**src/rtl/dma_region_ac.sv**
```systemverilog
// Multi-region DMA access-control monitor: raises a registered core reset on protected-window
// access and re-arms at RESET_HANDLER. Optional violation log: DMA_AC_VIOLATION_LOG_EN.
module dma_region_ac #(
  parameter int unsigned                NUM_REGIONS   = 2,
  parameter logic [16*NUM_REGIONS-1:0]  REGION_BASE   = {16'hA000, 16'h6A00},
  parameter logic [16*NUM_REGIONS-1:0]  REGION_SIZE   = {16'h1000, 16'h0040},
  parameter logic [NUM_REGIONS-1:0]     REGION_WP     = 2'b10,
  parameter logic [15:0]                RESET_HANDLER = 16'h0000,
  parameter int unsigned                KILL_HOLD     = 4
) (
  input  logic        clk,
  input  logic        reset_n,
  input  logic [15:0] pc,
  input  logic [15:0] dma_addr,
  input  logic        dma_en,
  input  logic        dma_we,
  input  logic        log_clr,
  output logic        reset,
  output logic        viol_valid,
  output logic [2:0]  viol_region,
  output logic [15:0] viol_addr,
  output logic [7:0]  viol_count
);

  typedef enum logic [1:0] {KILL, HOLD, ARM, RUN} state_t;

  state_t      state, state_nxt;
  logic [7:0]  hold_cnt, hold_cnt_nxt;
  logic        viol;
  logic [2:0]  viol_idx;

  // Lowest-index violating region wins when windows overlap.
  always_comb begin
    viol     = 1'b0;
    viol_idx = '0;
    for (int unsigned i = 0; i < NUM_REGIONS; i++) begin
      logic [15:0] base, size, offs;
      base = REGION_BASE[16*i +: 16];
      size = REGION_SIZE[16*i +: 16];
      offs = dma_addr - base;
      if (!viol && dma_en && (size != '0) && (dma_addr >= base) && (offs < size) &&
          (!REGION_WP[i] || dma_we)) begin
        viol     = 1'b1;
        viol_idx = 3'(i);
      end
    end
  end

  always_comb begin
    state_nxt    = state;
    hold_cnt_nxt = hold_cnt;
    case (state)
      KILL: begin
        hold_cnt_nxt = 8'(KILL_HOLD - 1);
        state_nxt    = HOLD;
      end
      HOLD: begin
        if (hold_cnt == '0) state_nxt = ARM;
        else                hold_cnt_nxt = hold_cnt - 8'd1;
      end
      ARM:     if (pc == RESET_HANDLER && !viol) state_nxt = RUN;
      RUN:     if (viol) state_nxt = KILL;
      default: state_nxt = KILL;
    endcase
  end

  always_ff @(posedge clk or negedge reset_n) begin
    if (!reset_n) begin
      state    <= KILL;
      hold_cnt <= '0;
      reset    <= 1'b1;
    end else begin
      state    <= state_nxt;
      hold_cnt <= hold_cnt_nxt;
      reset    <= (state_nxt != RUN);
    end
  end

`ifdef DMA_AC_VIOLATION_LOG_EN
  logic        valid_nxt;
  logic [2:0]  region_nxt;
  logic [15:0] addr_nxt;
  logic [7:0]  count_nxt;

  // Clear is applied first so a same-cycle violation is recorded into a fresh log.
  always_comb begin
    valid_nxt  = viol_valid;
    region_nxt = viol_region;
    addr_nxt   = viol_addr;
    count_nxt  = viol_count;
    if (log_clr) begin
      valid_nxt  = 1'b0;
      region_nxt = '0;
      addr_nxt   = '0;
      count_nxt  = '0;
    end
    if (viol) begin
      if (count_nxt != '1) count_nxt = count_nxt + 8'd1;
      if (!valid_nxt) begin
        valid_nxt  = 1'b1;
        region_nxt = viol_idx;
        addr_nxt   = dma_addr;
      end
    end
  end

  always_ff @(posedge clk or negedge reset_n) begin
    if (!reset_n) begin
      viol_valid  <= 1'b0;
      viol_region <= '0;
      viol_addr   <= '0;
      viol_count  <= '0;
    end else begin
      viol_valid  <= valid_nxt;
      viol_region <= region_nxt;
      viol_addr   <= addr_nxt;
      viol_count  <= count_nxt;
    end
  end
`else
  logic unused_log;
  assign unused_log  = log_clr ^ (|viol_idx);
  assign viol_valid  = 1'b0;
  assign viol_region = '0;
  assign viol_addr   = '0;
  assign viol_count  = '0;
`endif

endmodule

```
**config.mk**
```make
export PLATFORM = sky130hd
export DESIGN_NAME = dma_region_ac
export DESIGN_NICKNAME = d
export VERILOG_FILES = /design/src/rtl/dma_region_ac.sv
export SDC_FILE = /design/constraint.sdc
export NUM_CORES = 1
export LEC_CHECK = 0
export CORE_UTILIZATION = 32
export DETAILED_ROUTE_END_ITERATION = 10
export PLACE_DENSITY = 0.8
export SLEW_MARGIN = 20
export SYNTH_ARGS = -nofsm -noshare
export SYNTH_HDL_FRONTEND = slang
export SYNTH_SLANG_ARGS = --single-unit
```
**constraint.sdc**
```tcl
create_clock -name clk -period 1.58 [get_ports clk]
set_input_delay 0.316 -clock clk [delete_from_list [all_inputs] [get_ports clk]]
set_output_delay 0.316 -clock clk [all_outputs]
set_load 0.01 [all_outputs]
```
## Word level (Yosys, flattened, before mapping)

Index checks and enable logic that the tools add are counted.
Widths: inputs -> output; s select.

- Input bits: 37
- Word-level logic and storage cells: 37
- Flip-flop bits (word level): 11

- Equal/unequal tests: 5
- Muxes and demuxes: 8
- Reduce and logical (&&, ||, !) cells: 14
- Magnitude comparators: 4
- Add/subtract/negate cells: 3

Operator list:

| kind | count |
|---|---|
| $ge 16x15->1 const B | 1 |
| $ge 16x16->1 const B | 1 |
| $logic_not 16->1 | 1 |
| $lt 16x13->1 const B | 1 |
| $lt 16x7->1 const B | 1 |
| $pmux 8 s2 | 1 |
| $sub 16x15->16 const B | 1 |
| $sub 16x16->16 const B | 1 |
| $logic_not 8->1 | 1 |
| $mux 8 | 1 |
| $pmux 2 s4 | 1 |
| $sub 8x1->8 const B | 1 |
| $logic_and 1x1->1 | 7 |
| $mux 2 | 3 |
| $eq 2x2->1 const B | 2 |
| $ne 2x2->1 const B | 2 |
| $eq 2x1->1 const B | 1 |
| $logic_not 1->1 | 2 |
| $logic_not 2->1 | 1 |
| $mux 1 | 2 |
| $reduce_and 2->1 | 1 |
| $reduce_bool 2->1 | 1 |

## Logic depth before layout (Yosys ltp)

- Depth after elaboration: 15
- Gate-level depth with buffers: 6

## Worst setup path before layout

Ideal clock, no wire load.

- Path type: reg-to-reg
- From: register hold_cnt[0]
- To: register hold_cnt[5]
- Period minus slack after synthesis: 1,670 ps
- Setup slack: -90 ps
- Path buffers: 0
- Arrival time: 1,549 ps
- Cell stages (with the launch flop): 7
- Library setup time: 120 ps
- Cell sequence: dfrtp_1 inv_1 ha_1 nor3b_1 a31oi_1 a31oi_1 a41o_2

- Longest elaborated chain between the ends: 3
- Elaborated cells on any way between the ends: 6
- Classes of those cells: 1 x add/sub; 1 x eq/ne; 2 x mux; 2 x reduce/logical

RTL lines:

| element | line | RTL |
|---|---|---|
| start, declared | 28 | `logic [7:0] hold_cnt, hold_cnt_nxt;` |
| start signal, assigned | 74 | `hold_cnt <= hold_cnt_nxt;` |
| $sub 8x1->8 or $logic_not 8->1 (tied branches) | 59, 58 |  |
| $mux 8 or $ne 2x2->1 (tied branches) | n/a |  |
| $pmux 8 s2 or $reduce_and 2->1 (tied branches) | n/a |  |

Parallel ways exist; a longest one is shown, timed or not. The select of a mux whose other input is x is not followed.
A chain may end at the register's enable or synchronous reset.

## Worst setup path after layout

- From: register hold_cnt[0]
- To: register hold_cnt[4]

The elaborated chain is that of the path after synthesis.

==> impl_metrics.csv <==
group,metric,value,unit
cts,cts_tree,"yes",
timing,fin_skew,5.54,ps
critical_path,required,1740,ps
power,ir_drop,0.433,mV
critical_path,startpoint,"hold_cnt[0]$_DFFE_PN0P_",
worst_hold_path,holdCritPathClass,"input port to asynchronous set/reset pin",
logic_synthesis,synthesis.area,1000,um2
placed_design,placed_area,1360,um2
final_layout,layout-drive-gt1-share,24.1,%
power,p_sw_share,41.2,%
timing,maxSlewViolCount,0,
logic_synthesis,syn_inst,116,
critical_path,max_stage_delay,390,ps
cts,clk_path_buf_depth,2,
floorplan,die_x,58.0,um
logic_synthesis,synth_xor_area_share,2.62,%
power,pwr_density_cell,1160,nW/um2
floorplan,start_util,35.1,%
global_routing,grt_usage,15.0,%
logic_synthesis,syn_area_per_cell,8.64,um2
floorplan,die_h,58.0,um
logic_synthesis,synthMuxAreaShare,2.12,%
final_layout,diodes,0,
critical_path,startpoint_type,"flop",
logic_synthesis,synthSimpleGateAreaFrac,21.2,%
detailed_routing,route.detailed.drc,3,
critical_path,cp_max_fo,6,
global_routing,grt_pass1_vias,954,
detailed_routing,wl,2.48,mm
final_layout,finalNetCount,209,
logic_synthesis,ys_ff_latch,11,
power,power.leakage,0.663,nW
power,power,1.75,mW
floorplan,core-area,2850,um2
cts,clkTransAtPathRegs,70,ps
placed_design,io_buffers,36,
power,intPower,1.03,mW
flow_run,cap_violations,0,
logic_synthesis,synth_top_family_by_area,"buffers and inverters",
timing,finalSetupTns,-4.25,ps
floorplan,die_area,3360,um2
critical_path,critPathTopFamily,"flip-flops",
placed_design,hpwlAfterDp,1.99,mm
global_routing,grt_pass1_wl,3.93,mm
logic_synthesis,synth_compound_area_share,15.5,%
logic_synthesis,synth_commonest_cells,"buf_4 (28), dfrtp_1 (10), nor2_1 (9)",
global_routing,antenna_found_initial,0,
cts,cts-root-buf,"clkbuf_4",
timing,finalCritPeriodShare,100,%
logic_synthesis,synth_top_area_share,25.0,%
logic_synthesis,synth_edf_count,0,
detailed_routing,antenna_left,0,
floorplan,rows,19,
global_routing,grt_max_degree,14,
detailed_routing,drt-initial-drc-count,17,
placed_design,dpl_worst_slack,-482,ps
critical_path,crit_slowest_cell,"dfrtp_1",
placed_design,dp.cells,189,
critical_path,cp.arrival,1740,ps
logic_synthesis,ys_types,37,
logic_synthesis,synth_fa_ha_area_share,6.24,%
final_layout,design_area,1510,um2
critical_path,critPathCaptureType,"flop",
detailed_routing,wl_per_cell,12.6,um
logic_synthesis,synthTopCellsByArea,"dfrtp_1 (25%), buf_4 (21%), ha_1 (6.2%), nor2_1 (3.4%), nor4_1 (3.1%)",
cts,clk-insertion-delay-late,270,ps
cts,cts-buffers-inserted,3,
power,p_clk_share,10.9,%
logic_synthesis,synth_warnings,0,
cts,cts.sinks,11,
outcome,outcome,"finished, violations left",
timing,rsz0062_at_grt,"yes",
global_routing,grt.overflow.total,0,
placed_design,gp_congestion,0.856,
detailed_routing,dr.pass1.iters,7,
power,p_sw,0.723,mW
critical_path,worstSetupPathType,"flop to flop",
timing,setup-violations-final,1,
timing,worst_slack,-4.25,ps
timing,finalHoldViolCount,0,
logic_synthesis,ys_seq_area_share,27.6,%
timing,fin_crit,1580,ps
logic_synthesis,synth_ff_type,"dfrtp_1",
power,power_frac_comb,55.4,%
critical_path,path_cells,"inv_1 > ha_2 > nor3b_4 > a31oi_4 > buf_4 > a31o_2",
detailed_routing,via_count,945,
final_layout,syn_to_final_growth,50.6,%
critical_path,critical_path_buf_inv_count,2,
logic_synthesis,yosysTopAreaCell,"dfrtp_1",
critical_path,r2r_start,"hold_cnt[0]$_DFFE_PN0P_",
power,seq_power_share,33.7,%
cts,h-tree-depth,1,
outcome,violations,"DRC, setup timing",
detailed_routing,vias_per_cell,4.80,
final_layout,instances_no_fill,197,
floorplan,ios,66,
logic_synthesis,yosysMostFrequentCell,"buf_4",
logic_synthesis,synthArstFlopShare,100,%
timing,max_clock_freq,631,MHz
-- worst reg2reg max path, delay by kind of cell (launching register included) --
family,cells,cell delay (ps)
AOI/OAI and AO/OA,2,350
adders and majority gates,1,190
and+or+nand+nor,1,260
buffers and inverters,2,270
DFF,1,390
-- registers in the layout (all words and copies together), names as in the netlist --
register,flops
state,2
reset,1
hold_cnt,8
-- kinds of logic (layout without fill, tap and decap cells) --
family | Yosys count | count (layout)
xor gates and xnor gates | 3 | 3
adders and majority gates | 5 | 5
buffers and inverters | 37 | 60
other | 1 | 28
and+or+nand+nor | 35 | 35
DFF | 11 | 11
AOI/OAI and AO/OA | 22 | 22
muxes | 2 | 2
-- power by group through the flow --
stage | clock (mW) | sequential [mW] | combinational [mW]
after floorplan | 0 | 0.540 | 0.558
after global placement | 0 | 0.569 | 0.774
after detailed placement | 0 | 0.577 | 0.809
after CTS | 0.196 | 0.583 | 0.841
after global routing | 0.204 | 0.610 | 1.06
final | 0.190 | 0.591 | 0.972
-- layout make-up --
class | instances | area, um2
inverter | 7 | 26.3
fill | 265 | 1340
clock buffer | 4 | 26.3
sequential | 11 | 277
multi-input combinational | 95 | 686
tap | 31 | 38.8
timing repair buffer | 49 | 455
-- placed cells by master, fill, tap and decap left out, drive strengths merged --
master and instances:
a211oi 2, o21a 1, nor3b 4, buf 13, a22o 1, o21ai 5
mux2i 1, nand4 1, a311oi 1, nor3 3, clkbuf 4, and2 1
nand3 2, a21oi 2, nand4b 1, a31o 1, or4 1, a31oi 4
nand2 3, o2111ai 1, nor2 9, xnor2 3, mux2 1, a41oi 1
and4b 1, dfrtp 10, nor4 6, a41o 2, inv 7, dlygate4sd2 5
and3b 1, ha 5, or2 2, clkdlybuf4s50 31, conb 28, dfstp 1
o21bai 1
-- what timing repair did --
item                                   4_1_cts  5_1_grt
endpoints found under the hold margin        0        0
setup endpoints to repair                    8        9
gates resized for setup                     15        9
setup buffers                                0        4
hold buffers                                 0        0
pin swaps                                    5        6
-- through the flow --
step                util, %  hold WS, ps
finish                 52.9          364
global route           52.9          411
CTS                    50.2          384
detailed placement     47.8          578
global placement       47.8          571
floorplan                 -         20.4
-- layer usage --
| metal | routed length (um) | vias to the layer above | global-route usage, % |
|---|---|---|---|
| li1 | - | 462 | - |
| met1 | 851 | 436 | 14.5 |
| met2 | 1460 | 39 | 29.9 |
| met3 | 93 | 8 | 1.56 |
| met4 | 79 | 0 | 9.52 |
| met5 | 0 | - | 0 |
-- path summary, 6_finish.rpt --
| kind | to | slack [ps] | cells after the start |
|---|---|---|---|
| setup / recovery | hold_cnt[4]$_DFFE_PN0P_ | -4 | 6 |
| hold / removal | hold_cnt[0]$_DFFE_PN0P_ | 360 | 1 |
| setup reg to reg | hold_cnt[4]$_DFFE_PN0P_ | -4 | 6 |
| hold reg to reg | hold_cnt[6]$_DFFE_PN0P_ | 640 | 1 |
| max in group asynchronous | reset$_DFF_PN1_ | 870 | 1 |
| min in group clk | hold_cnt[6]$_DFFE_PN0P_ | 640 | 1 |
Note: power is estimated with default switching activity, not from simulation.
